==> config.mk <==
export PLATFORM = sky130hd
export DESIGN_NAME = mvm_engine_flat
export DESIGN_NICKNAME = d
export VERILOG_FILES = /design/src/rtl/mvm_if.sv /design/src/rtl/mvm_engine.sv /design/src/flat_wrapper.sv
export SDC_FILE = /design/constraint.sdc
export NUM_CORES = 1
export LEC_CHECK = 0
export BUFFER_PORTS_ARGS = -buffer_cell sky130_fd_sc_hd__buf_2
export CORE_MARGIN = 2
export CORE_UTILIZATION = 64
export DETAILED_ROUTE_END_ITERATION = 6
export PLACE_DENSITY = 0.82
export SYNTH_ARGS = -nofsm -noshare
export SYNTH_HDL_FRONTEND = slang
export SYNTH_SLANG_ARGS = --single-unit
==> constraint.sdc <==
create_clock -name clk -period 10.7 [get_ports clk]
set_clock_uncertainty 0.15 [all_clocks]
set_input_delay 1.07 -clock clk [delete_from_list [all_inputs] [get_ports clk]]
set_output_delay 1.07 -clock clk [all_outputs]
set_load 0.02 [all_outputs]
==> src/rtl/mvm_if.sv <==
// Handshake and shared memory bus of the matrix-vector engine.
// The slave modport is the engine side; the master side is the host plus the ROM/SRAM.
interface mvm_if #(
    parameter int DATA_W = 8,
    parameter int ADDR_W = 7
);
    logic              start;
    logic [1:0]        mode;
    logic [3:0]        shift;
    logic              busy;
    logic              done;
    logic [1:0]        csb;
    logic              web;
    logic [ADDR_W-1:0] addr;
    logic [DATA_W-1:0] dout;
    logic [DATA_W-1:0] dinx;
    logic [DATA_W-1:0] dinw;

    modport master (
        output start, mode, shift, dinx, dinw,
        input  busy, done, csb, web, addr, dout
    );

    modport slave (
        input  start, mode, shift, dinx, dinw,
        output busy, done, csb, web, addr, dout
    );
endinterface

==> src/rtl/mvm_engine.sv <==
// Parametrised matrix-vector engine: y = post(W*x + b).
// W and b come from ROM, x from SRAM, and y is written back to SRAM.
module mvm_engine #(
    parameter int DATA_W    = 8,
    parameter int N         = 8,
    parameter int ADDR_W    = 7,
    parameter int ACC_W     = 20,
    parameter int BIAS_BASE = 64,
    parameter int X_BASE    = 0,
    parameter int OUT_BASE  = 8
) (
    input logic  clk,
    input logic  rst,
    mvm_if.slave bus
);
    localparam int CW = $clog2(N + 2);
    localparam logic [CW-1:0] CNT_N  = CW'(N);
    localparam logic [CW-1:0] CNT_B  = CW'(N + 1);
    localparam logic [CW-1:0] ROW_L  = CW'(N - 1);
    localparam logic signed [ACC_W-1:0] SAT_MAX = ACC_W'((2 ** (DATA_W - 1)) - 1);
    localparam logic signed [ACC_W-1:0] SAT_MIN = ACC_W'(-(2 ** (DATA_W - 1)));

    typedef enum logic [2:0] {S_IDLE, S_LOAD_X, S_ROW, S_WRITE, S_DONE} state_t;

    state_t                    state, state_n;
    logic [CW-1:0]             cnt, cnt_n, row, row_n;
    logic [1:0]                mode_q, mode_n;
    logic [3:0]                shift_q, shift_n;
    logic signed [ACC_W-1:0]   acc, acc_n;
    logic signed [DATA_W-1:0]  xr [N];
    logic signed [DATA_W-1:0]  x_cur;
    logic signed [2*DATA_W-1:0] prod;

    logic [1:0]        csb_q, csb_n;
    logic              web_q, web_n;
    logic [ADDR_W-1:0] addr_q, addr_n;
    logic [DATA_W-1:0] dout_q, dout_n;
    logic              busy_q, busy_n, done_q, done_n;

    assign bus.csb  = csb_q;
    assign bus.web  = web_q;
    assign bus.addr = addr_q;
    assign bus.dout = dout_q;
    assign bus.busy = busy_q;
    assign bus.done = done_q;

    function automatic logic [DATA_W-1:0] post(input logic signed [ACC_W-1:0] a,
                                               input logic [1:0] m, input logic [3:0] s);
        logic signed [ACC_W-1:0] r;
        r = a >>> s;
        if (m[0] && r < 0) r = '0;
        if (m[1]) begin
            if (r > SAT_MAX) r = SAT_MAX;
            else if (r < SAT_MIN) r = SAT_MIN;
        end
        return r[DATA_W-1:0];
    endfunction

    // Weight returned in ROW cycle c pairs with x[c-1].
    always_comb begin
        x_cur = '0;
        for (int unsigned j = 0; j < N; j++)
            if (cnt == CW'(j + 1)) x_cur = xr[j];
        prod = $signed(bus.dinw) * x_cur;
    end

    always_comb begin
        state_n = state;
        cnt_n   = cnt;
        row_n   = row;
        mode_n  = mode_q;
        shift_n = shift_q;
        acc_n   = acc;
        case (state)
            S_IDLE: if (bus.start) begin
                state_n = S_LOAD_X;
                cnt_n   = '0;
                mode_n  = bus.mode;
                shift_n = bus.shift;
            end
            S_LOAD_X: begin
                cnt_n = cnt + 1'b1;
                if (cnt == CNT_N) begin
                    state_n = S_ROW;
                    cnt_n   = '0;
                    row_n   = '0;
                end
            end
            S_ROW: begin
                if (cnt == '0)         acc_n = '0;
                else if (cnt <= CNT_N) acc_n = acc + ACC_W'(prod);
                else                   acc_n = acc + ACC_W'($signed(bus.dinw));
                cnt_n = cnt + 1'b1;
                if (cnt == CNT_B) begin
                    state_n = S_WRITE;
                    cnt_n   = '0;
                end
            end
            S_WRITE: begin
                cnt_n = '0;
                if (row == ROW_L) begin
                    state_n = S_DONE;
                end else begin
                    state_n = S_ROW;
                    row_n   = row + 1'b1;
                end
            end
            S_DONE:  state_n = S_IDLE;
            default: state_n = S_IDLE;
        endcase

        // Outputs are decoded from the next state so they can be registered.
        csb_n  = 2'b11;
        web_n  = 1'b1;
        addr_n = '0;
        dout_n = '0;
        busy_n = 1'b0;
        done_n = 1'b0;
        case (state_n)
            S_LOAD_X: begin
                busy_n = 1'b1;
                if (cnt_n < CNT_N) begin
                    csb_n  = 2'b10;
                    addr_n = ADDR_W'(X_BASE + int'(cnt_n));
                end
            end
            S_ROW: begin
                busy_n = 1'b1;
                csb_n  = 2'b01;
                if (cnt_n < CNT_N) addr_n = ADDR_W'(int'(row_n) * N + int'(cnt_n));
                else               addr_n = ADDR_W'(BIAS_BASE + int'(row_n));
            end
            S_WRITE: begin
                busy_n = 1'b1;
                csb_n  = 2'b10;
                web_n  = 1'b0;
                addr_n = ADDR_W'(OUT_BASE + int'(row_n));
                dout_n = post(acc_n, mode_q, shift_q);
            end
            S_DONE:  done_n = 1'b1;
            default: ;
        endcase
    end

    always_ff @(posedge clk) begin
        if (rst) begin
            state   <= S_IDLE;
            cnt     <= '0;
            row     <= '0;
            mode_q  <= '0;
            shift_q <= '0;
            acc     <= '0;
            for (int unsigned j = 0; j < N; j++) xr[j] <= '0;
            csb_q   <= 2'b11;
            web_q   <= 1'b1;
            addr_q  <= '0;
            dout_q  <= '0;
            busy_q  <= 1'b0;
            done_q  <= 1'b0;
        end else begin
            state   <= state_n;
            cnt     <= cnt_n;
            row     <= row_n;
            mode_q  <= mode_n;
            shift_q <= shift_n;
            acc     <= acc_n;
            if (state == S_LOAD_X)
                for (int unsigned j = 0; j < N; j++)
                    if (cnt == CW'(j + 1)) xr[j] <= $signed(bus.dinx);
            csb_q   <= csb_n;
            web_q   <= web_n;
            addr_q  <= addr_n;
            dout_q  <= dout_n;
            busy_q  <= busy_n;
            done_q  <= done_n;
        end
    end
endmodule

==> src/flat_wrapper.sv <==
// flat-port wrapper written by rule: the top's interface ports become plain ports
module mvm_engine_flat 
#(
    parameter int DATA_W    = 8,
    parameter int N         = 8,
    parameter int ADDR_W    = 7,
    parameter int ACC_W     = 20,
    parameter int BIAS_BASE = 64,
    parameter int X_BASE    = 0,
    parameter int OUT_BASE  = 8
)
  (clk, rst, bus_start, bus_mode, bus_shift, bus_dinx, bus_dinw, bus_busy, bus_done, bus_csb, bus_web, bus_addr, bus_dout);
  mvm_if #(.DATA_W(DATA_W), .ADDR_W(ADDR_W)) bus_i ();
  input logic clk;
  input logic rst;
  input wire logic [$bits(bus_i.start)-1:0] bus_start;
  input wire logic [$bits(bus_i.mode)-1:0] bus_mode;
  input wire logic [$bits(bus_i.shift)-1:0] bus_shift;
  input wire logic [$bits(bus_i.dinx)-1:0] bus_dinx;
  input wire logic [$bits(bus_i.dinw)-1:0] bus_dinw;
  output wire logic [$bits(bus_i.busy)-1:0] bus_busy;
  output wire logic [$bits(bus_i.done)-1:0] bus_done;
  output wire logic [$bits(bus_i.csb)-1:0] bus_csb;
  output wire logic [$bits(bus_i.web)-1:0] bus_web;
  output wire logic [$bits(bus_i.addr)-1:0] bus_addr;
  output wire logic [$bits(bus_i.dout)-1:0] bus_dout;
  assign bus_i.start = bus_start;
  assign bus_i.mode = bus_mode;
  assign bus_i.shift = bus_shift;
  assign bus_i.dinx = bus_dinx;
  assign bus_i.dinw = bus_dinw;
  assign bus_busy = bus_i.busy;
  assign bus_done = bus_i.done;
  assign bus_csb = bus_i.csb;
  assign bus_web = bus_i.web;
  assign bus_addr = bus_i.addr;
  assign bus_dout = bus_i.dout;
  mvm_engine #(.DATA_W(DATA_W), .N(N), .ADDR_W(ADDR_W), .ACC_W(ACC_W), .BIAS_BASE(BIAS_BASE), .X_BASE(X_BASE), .OUT_BASE(OUT_BASE)) u_core (.clk(clk), .rst(rst), .bus(bus_i));
endmodule
# Word-level counts from Yosys, hierarchy flattened
# Memories as Yosys holds them, arrays and structs flattened.
# Cells that the tools add are included.
dict set report op_classes {
  addsub 7
  mul 1
  div 0
  order_cmp 5
  n_eq_ne 17
  shift 1
  muxes 78
  bitwise_logic 9
  reduce_logical 6
}
# op n
set ops {}
lappend ops {{$mux 8} 19}
lappend ops {{$mux 20} 5}
lappend ops {{$mux 1} 38}
lappend ops {{$mux 4} 6}
lappend ops {{$pmux 7 s3} 1}
lappend ops {{$add 20x16->20} 1}
lappend ops {{$add 20x8->20} 1}
lappend ops {{$eq 4x3->1 const B} 5}
lappend ops {{$gt 20x8->1 const B} 1}
lappend ops {{$lt 20x1->1 const B} 1}
lappend ops {{$lt 20x8->1 const B} 1}
lappend ops {{$sshr 20x4->20} 1}
lappend ops {{$mul 8x8->16} 1}
lappend ops {{$pmux 4 s4} 1}
lappend ops {{$eq 3x2->1 const B} 4}
lappend ops {{$mux 3} 4}
lappend ops {{$pmux 3 s4} 1}
lappend ops {{$add 4x1->4 const B} 2}
lappend ops {{$eq 4x2->1 const B} 2}
lappend ops {{$eq 4x4->1 const B} 2}
lappend ops {{$or 1x1->1} 8}
lappend ops {{$pmux 4 s2} 1}
lappend ops {{$add 7x4->7} 1}
lappend ops {{$add 7x4->7 const A} 1}
lappend ops {{15 further kinds} 16}
dict set report totals {
  reg_bits 57
  latchBits 0
  ram_bits 64
  romBits 0
  input_bits 25
  output_inout_bits 20
  word_cells 137
  memories 1
}
# name words width rd rd_clocked_by_memory_dff write_ports line_no
set memory_table {}
lappend memory_table {u_core.xr 8 8 8 0 8 mvm_engine.sv:30} ;# logic signed [DATA_W-1:0] xr [N];

# Depth between registers and ports, before layout
# Gate-level depths: netlist of the first run.
dict set report logic_depth {
  depth_word 23
  mapped_depth 36
  depth_no_buf 33
}

# Worst setup path before layout of the first run
# No wires, ideal clock.
dict set report synth_timing {
  kind {flip-flop to flip-flop}
  from {register u_core.cnt[3]}
  to {register u_core.dout_q[0] (netlist: u_core.bus.dout[0])}
  setup_ns 0.069
  arrival_time_ns 8.619
  required_ns 10.481
  slack_ns 1.862
  path_stages_with_launch 28
  n_path_buf 2
  synth_period_minus_slack_ns 8.838
  cell_sequence {dfxtp_1 -> clkbuf_1 -> inv_1 -> and3_1 -> clkbuf_1 -> nor2_1 -> a222oi_1 -> nor2b_1 -> inv_1 -> fa_1 -> inv_1 -> fa_1 -> fa_1 -> fa_1 -> fa_1 -> ha_1 -> and3_1 -> a221o_1 -> a21o_1 -> a32oi_1 -> o221ai_2 -> mux2i_4 -> o32ai_1 -> a2111oi_4 -> a41oi_1 -> or3_1 -> o41a_1 -> o21ai_1}
}
dict set report synth_via {
  elab_chain_cells 23
  word_cells_on_any_way 40
  classes_between {add/sub: 1; mul: 1; order compare: 4; eq/ne: 10; shift: 1; mux: 19; bitwise: 1; reduce/logical: 3}
}
# item line_no
set synth_lines {}
lappend synth_lines {{start: declaration} mvm_engine.sv:26} ;# logic [CW-1:0] cnt, cnt_n, row, row_n;
lappend synth_lines {{start signal: assignment} mvm_engine.sv:162} ;# cnt <= cnt_n;
lappend synth_lines {{$eq 4x1->1} mvm_engine.sv:63} ;# if (cnt == CW'(j + 1)) x_cur = xr[j];
lappend synth_lines {{$mux 8 (8 in series)} mvm_engine.sv:63}
lappend synth_lines {{$mul 8x8->16} mvm_engine.sv:64} ;# prod = $signed(bus.dinw) * x_cur;
lappend synth_lines {{$add 20x16->20} mvm_engine.sv:91} ;# else if (cnt <= CNT_N) acc_n = acc + ACC_W'(prod);
lappend synth_lines {{$mux 20} mvm_engine.sv:91}
lappend synth_lines {{$mux 20} mvm_engine.sv:90} ;# if (cnt == '0) acc_n = '0;
lappend synth_lines {{$mux 20} mvm_engine.sv:74} ;# case (state)
lappend synth_lines {{$sshr 20x4->20} mvm_engine.sv:50} ;# r = a >>> s;
lappend synth_lines {{$lt 20x1->1} mvm_engine.sv:51} ;# if (m[0] && r < 0) r = '0;
lappend synth_lines {{$logic_and 1x1->1} mvm_engine.sv:51}
lappend synth_lines {{$mux 20} mvm_engine.sv:51}
lappend synth_lines {{$mux 20} mvm_engine.sv:119} ;# case (state_n)
lappend synth_lines {{$lt 20x8->1} mvm_engine.sv:54} ;# else if (r < SAT_MIN) r = SAT_MIN;
lappend synth_lines {{$mux 8} mvm_engine.sv:54}
lappend synth_lines {{$mux 8} mvm_engine.sv:53} ;# if (r > SAT_MAX) r = SAT_MAX;
lappend synth_lines {{$mux 8} mvm_engine.sv:52} ;# if (m[1]) begin
lappend synth_lines {{end signal: assignment} mvm_engine.sv:173} ;# dout_q <= dout_n;
lappend synth_lines {{end: declaration} mvm_engine.sv:37} ;# logic [DATA_W-1:0] dout_q, dout_n;
# Several ways; a longest one is shown, not always the timed one. The select of a mux whose other input is x is not followed.
# A chain may end at the register's enable or synchronous reset.

# Worst setup path in the final report of the first run
dict set report layout_timing {
  from {register u_core.cnt[0]}
  to {register u_core.dout_q[5] (netlist: u_core.bus.dout[5])}
}
# The elaborated chain is that of the path after synthesis.

==> results of run 1 <==
-- cell usage in the layout, fill, tap and decap left out, drive strengths merged, types with 5 or more instances in the layout --
| cell type | instances |
|---|---|
| inv | 114 |
| ha | 71 |
| or3 | 7 |
| o21a | 10 |
| a221oi | 9 |
| nand2b | 30 |
| and3 | 14 |
| clkinv | 9 |
| mux2i | 33 |
| dfxtp | 57 |
| a31oi | 8 |
| nand3 | 22 |
| nor2b | 46 |
| o211ai | 14 |
| a211oi | 20 |
| clkbuf | 21 |
| a21o | 16 |
| and2 | 19 |
| nand4 | 12 |
| fa | 89 |
| o22ai | 6 |
| a21oi | 75 |
| a222oi | 7 |
| or2 | 5 |
| mux4 | 5 |
| edfxtp | 64 |
| xnor2 | 19 |
| nor2 | 159 |
| xor2 | 9 |
| nand2 | 115 |
| a22oi | 6 |
| nor3 | 14 |
| buf | 59 |
| o21ai | 65 |
-- flip-flops by register name, indices dropped and copies added, names as in the netlist --
| name | cells |
|---|---|
| u_core.bus.addr | 7 |
| u_core.bus.done | 1 |
| u_core.bus.csb | 2 |
| u_core.shift_q | 4 |
| u_core.mode_q | 2 |
| u_core.row | 4 |
| u_core.bus.web | 1 |
| u_core.acc | 20 |
| u_core.state | 3 |
| u_core.cnt | 4 |
| u_core.bus.dout | 8 |
| u_core.bus.busy | 1 |
| u_core.xr | 64 |
-- layout make-up --
type                            instances  share of cell area (%)
Multi-Input combinational cell        980                    62.0
Sequential cell                       121                    24.9
Clock buffer                           21                    4.00
Inverter                              113                    3.45
Timing Repair Buffer                   59                    2.70
Tap cell                              225                    2.29
Clock inverter                         11                   0.681
-- cells by family (layout without fill, tap and decap cells) --
group,count (synthesis),after routing,share of synthesized area [%]
and+or+nand+nor,460,460,19.4
DFF,121,121,26.9
adders and majority gates,160,160,23.5
muxes,42,42,4.40
buffers and inverters,173,204,6.03
xor gates and xnor gates,28,28,2.16
AOI/OAI and AO/OA,290,290,17.6
-- worst paths after layout --
kind                     from            endpoint  slack (ns)  cells past startpoint
max             u_core.cnt[0]  u_core.bus.dout[5]        0.97                     28
min          u_core.mode_q[1]  u_core.bus.dout[7]        0.42                      2
max reg2reg     u_core.cnt[0]  u_core.bus.dout[5]        0.97                     28
min reg2reg  u_core.mode_q[1]  u_core.bus.dout[7]        0.42                      2
-- cells in the mapped netlist (all sizes together), types with 20 or more instances --
| cell type | instances |
|---|---|
| dfxtp | 57 |
| edfxtp | 64 |
| nor2 | 159 |
| nor2b | 46 |
| clkbuf | 41 |
| nand2b | 30 |
| o21ai | 65 |
| a211oi | 20 |
| nand2 | 115 |
| inv | 111 |
| mux2i | 33 |
| fa | 89 |
| a21oi | 75 |
| ha | 71 |
| nand3 | 22 |
-- through the flow --
step / hold slack, ns / worst slack, ns / area (µm²)
final: 0.418 / 0.969 / 12300
after global routing: 0.449 / 0.176 / 12300
after CTS: 0.415 / 1.07 / 12300
after detailed placement: 0.409 / 1.13 / 11700
after global placement: 0.399 / 1.28 / 11700
after floorplan: 0.354 / 1.86 / 11400
-- layer usage --
layer	global-route usage (%)	vias to the layer above
met5	0	-
met4	15.6	0
met3	4.97	93
met2	54.5	395
met1	41.1	4627
li1	-	4492
-- report_power, final --
group	internal [mW]	total (mW)	switching (mW)
sequential	0.503	0.511	0.00799
combinational	0.115	0.306	0.192
clock	0.332	0.561	0.229
total	0.950	1.38	0.428
-- worst min-delay path: stages, from the launching register on --
cell,delay (ns)
dfxtp_1,0.34
a21oi_1,0.13
nor2_1,0.05
==> reports/metrics.yaml, run 1 <==
power:
  power_mw: 1.38
  p_leak_nw: 5.42
  power_density_nw_per_um2: 112
  irDropWorstVdd_uv: 175
worst_setup_path:
  worstSetupEndpointType: "register"
  critPathMaxFanout: 35
  path_class: "reg2reg"
  required_ns: 10.91
  cp_common_cell: "fa_1"
  arrival_ns: 9.94
  cpPeakStageDelay_ns: 1.06
  start_kind: "register"
  cp_slowest_cell: "a222oi_1"
  critPathBufInv: 4
  crit_family: "compound AO/OA/AOI/OAI gates"
die:
  num_rows: 48
  fp.dieArea_um2: 18900
  num_io_pins: 45
  die_h_um: 137
  die_w_um: 137
  start_util_pct: 65.5
  core_um2: 17400
logic_synthesis:
  syn-cell-area_um2: 11400
  synthFlopType: "edfxtp_1"
  ys_ff_latch: 121
  yosysTopAreaCell: "edfxtp_1"
  syn_avg_cell_area_um2: 8.93
  synth_top_area_share_pct: 16.9
  yosysWarnings: 0
  yosys-top-cells-area: "edfxtp_1 17%, fa_1 16%, dfxtp_1 10%"
  synth_cell_type_count: 91
  synth_nets: 1459
  synth_edf_count: 64
  async_flop_share_pct: 0
  yosysSeqAreaShare_pct: 26.9
  syn-instance-count: 1274
clock_tree:
  postCtsSetupBuffers: 0
  cts-root-buf: "clkbuf_16"
  post_cts_resized: 0
  cts_sinks: 121
  cts_max_level: 4
  postCtsHoldBufs: 0
  cts_buffer_depth: 2
  insertion_delay_ns: 0.43
  cts_tree: "done"
  clkTransAtPathRegs_ns: 0.06
  numCtsBuffers: 17
placed_design:
  dp.cells: 1498
  place_hpwl_um: 21500
  routabilityCongestion: 0.934
  portBuffers: 44
grt:
  antenna_found_initial: 0
  grt_max_degree: 57
  grt_pass1_vias: 9543
  grt_pass1_wl_um: 47300
  grt_usage_pct: 32.5
  grt_overflow: 0
sta:
  slew-limit-headroom_pct: 17.6
  worstMarginPinSlew_ns: 1.24
  setup_viol: 0
  report.final.slew_viol_count: 0
  fin_crit_sh_pct: 90.9
  max_freq_mhz: 103
  setup-tns-final_ns: 0
  rsz0062_at_grt: "false"
  hold_viol: 0
  period_needed_ns: 9.73
detailed_routing:
  dr_wl_met3_um: 1770
  wl_per_cell_um: 18.8
  m1WireLength_um: 11600
  drt_wl_total_um: 28700
  drc: 6
  wl_met2_um: 14200
  top_layer: "met4"
  firstDrtPassIters: 7
  route.vias.total: 9607
  initialDrtViolationCount: 778
  via_per_inst: 6.28
  antenna_left: 0
min_path:
  hold_path.class: "reg2reg"
layout:
  fin_cells: 1530
  fillers: 1356
  syn_to_final_growth_pct: 8.23
  drive_above_1_share_pct: 9.66
  multi_input_area_um2: 7630
  regArea_um2: 3060
  utilization_pct: 70.9
  final_nets: 1477
  diodes: 0
status:
  violations: "DRC"
  status: "finished, violations left"
job:
  cap_violations: 0
Power figures use the tool's default switching activity.
==> inputs of run 2 (changes only) <==
- CORE_UTILIZATION: 64 -> 65
- CTS_BUF_LIST: not set -> sky130_fd_sc_hd__clkbuf_2
- PLACE_DENSITY: 0.82 -> 0.83
==> run 2 against run 1 <==
Against the previous run: the run still ends with DRC left; clock-buffer cell count shrank 3; clock power shrank 48%; utilization shrank 1.2 points; worst setup slack gained 0.10 ns; sequential power is essentially flat; critical endpoint is now u_core.bus.dout[4]; largest cell class unchanged.
==> reports/metrics.yaml, run 2 (same netlist as run 1, synthesis figures left out) <==
grt:
  met3_usage_pct: 4.51
  grt_pass1_wl_um: 45100
  use_met1_pct: 39.2
  grt_busiest_layer: "met2"
  grt_max_degree: 57
  antenna_found_initial: 0
  grt_pass1_vias: 9148
  grt_overflow: 0
  grt_usage_pct: 31.1
  met2_usage_pct: 53.9
layout:
  final_nets: 1479
  postLayoutCellArea_um2: 12000
  syn_to_final_growth_pct: 5.23
  largest-register: "u_core.xr"
  layout_commonest_cell: "nor2_1"
  fillers: 1383
  drive_above_1_share_pct: 9.80
  largest_reg_flops: 64
  fin_cells: 1531
  most-common-layout-cells: "159 x nor2_1, 114 x nand2_1, 110 x inv_1, 89 x fa_1, 75 x a21oi_1"
  multi_input_area_um2: 7630
  diodes: 0
  regArea_um2: 3060
worst_setup_path:
  cpPeakStageDelay_ns: 0.83
  critPathBufInv: 6
  start_kind: "register"
  reg2reg_slack_ns: 1.07
  path_class: "reg2reg"
  crit_family: "adder cells"
  worstSetupEndpointType: "register"
  cp_slowest_cell: "ha_1"
  cp_common_cell: "inv_1"
  critPathMaxFanout: 28
  required_ns: 11.20
  arrival_ns: 10.13
die:
  start_util_pct: 66.2
  core_um2: 17200
  fp.dieArea_um2: 18600
  num_io_pins: 45
  die_h_um: 136
  num_rows: 48
  die_w_um: 136
sta:
  max_freq_mhz: 104
  slew-limit-headroom_pct: 32.6
  setup-tns-final_ns: 0
  fin_crit_sh_pct: 90.0
  hold_viol: 0
  setup_viol: 0
  worstMarginPinSlew_ns: 1.01
  period_needed_ns: 9.63
  report.final.slew_viol_count: 0
  rsz0062_at_grt: "false"
min_path:
  hold_path.class: "in2reg"
placed_design:
  dp.cells: 1500
  place_hpwl_um: 21100
  portBuffers: 44
  routabilityCongestion: 0.965
  post_dp_cell_area_um2: 11700
power:
  power_mw: 1.11
  power_density_nw_per_um2: 92.7
  irDropWorstVdd_uv: 113
  p_leak_nw: 5.29
detailed_routing:
  drc: 4
  firstDrtPassIters: 7
  initialDrtViolationCount: 788
  route.vias.total: 9488
  drt_wl_total_um: 27500
  wl_per_cell_um: 18.0
  via_per_inst: 6.20
  antenna_left: 0
clock_tree:
  cts_sinks: 121
  postCtsSetupBuffers: 0
  post_cts_resized: 0
  cts_buffer_depth: 2
  cts-root-buf: "clkbuf_2"
  cts_max_level: 4
  cts_tree: "done"
  numCtsBuffers: 17
  clkTransAtPathRegs_ns: 0.19
  insertion_delay_ns: 0.73
  postCtsHoldBufs: 0
status:
  status: "finished, violations left"
  violations: "DRC"
job:
  cap_violations: 0
==> run 2: cell types whose count changed in the layout (fill, tap and decap cells not counted), sizes merged <==
cell | previous run | this run
inv | 114 | 115
clkinv | 9 | 7
bufinv | 0 | 2
clkinvlp | 1 | 2
clkbuf | 21 | 18
buf | 59 | 61
==> run 2: worst paths after layout <==
path	start	endpoint	cells after the start
worst max-delay path	u_core.cnt[0]	u_core.bus.dout[4]	32
worst max register to register	u_core.cnt[0]	u_core.bus.dout[4]	32
worst min-delay path	bus_shift[3]	u_core.shift_q[3]	3
worst min register to register	u_core.mode_q[1]	u_core.bus.dout[7]	2
==> run 2: cell type report <==
type	count	share of cell area [%]
Clock inverter	13	1.09
Sequential cell	121	25.6
Inverter	113	3.54
Clock buffer	18	0.753
Timing Repair Buffer	61	2.91
Multi-Input combinational cell	980	63.8
Tap cell	225	2.35
==> run 2: worst min-delay path: cells and delay by family <==
family	cells	cell delay, ns
buffers and inverters	1	0.07
AND/OR/NAND/NOR	1	0.07
AO/OA/AOI/OAI	1	0.05
==> run 2: stage by stage <==
step | hold slack (ns) | setup slack [ns] | util (%)
finish | 0.415 | 1.07 | 69.7
global route | 0.378 | 0.396 | 69.7
CTS | 0.389 | 1.20 | 69.7
detailed placement | 0.399 | 1.26 | 68.4
global placement | 0.395 | 1.51 | 68.4
floorplan | 0.354 | 1.86 | -
==> run 2: routing by layer <==
layer  wire (µm)  vias to the layer above
met5           0                        -
met4         815                        0
met3        1430                       71
met2       13800                      350
met1       11500                     4565
li1            -                     4502
==> run 2: power by group <==
group          switching [mW]  total (mW)  leakage [nW]  internal [mW]
Combinational           0.190       0.304          4.03          0.114
Clock                   0.188       0.294         0.141          0.106
Sequential            0.00815       0.511          1.12          0.503
Total                   0.386        1.11          5.29          0.723
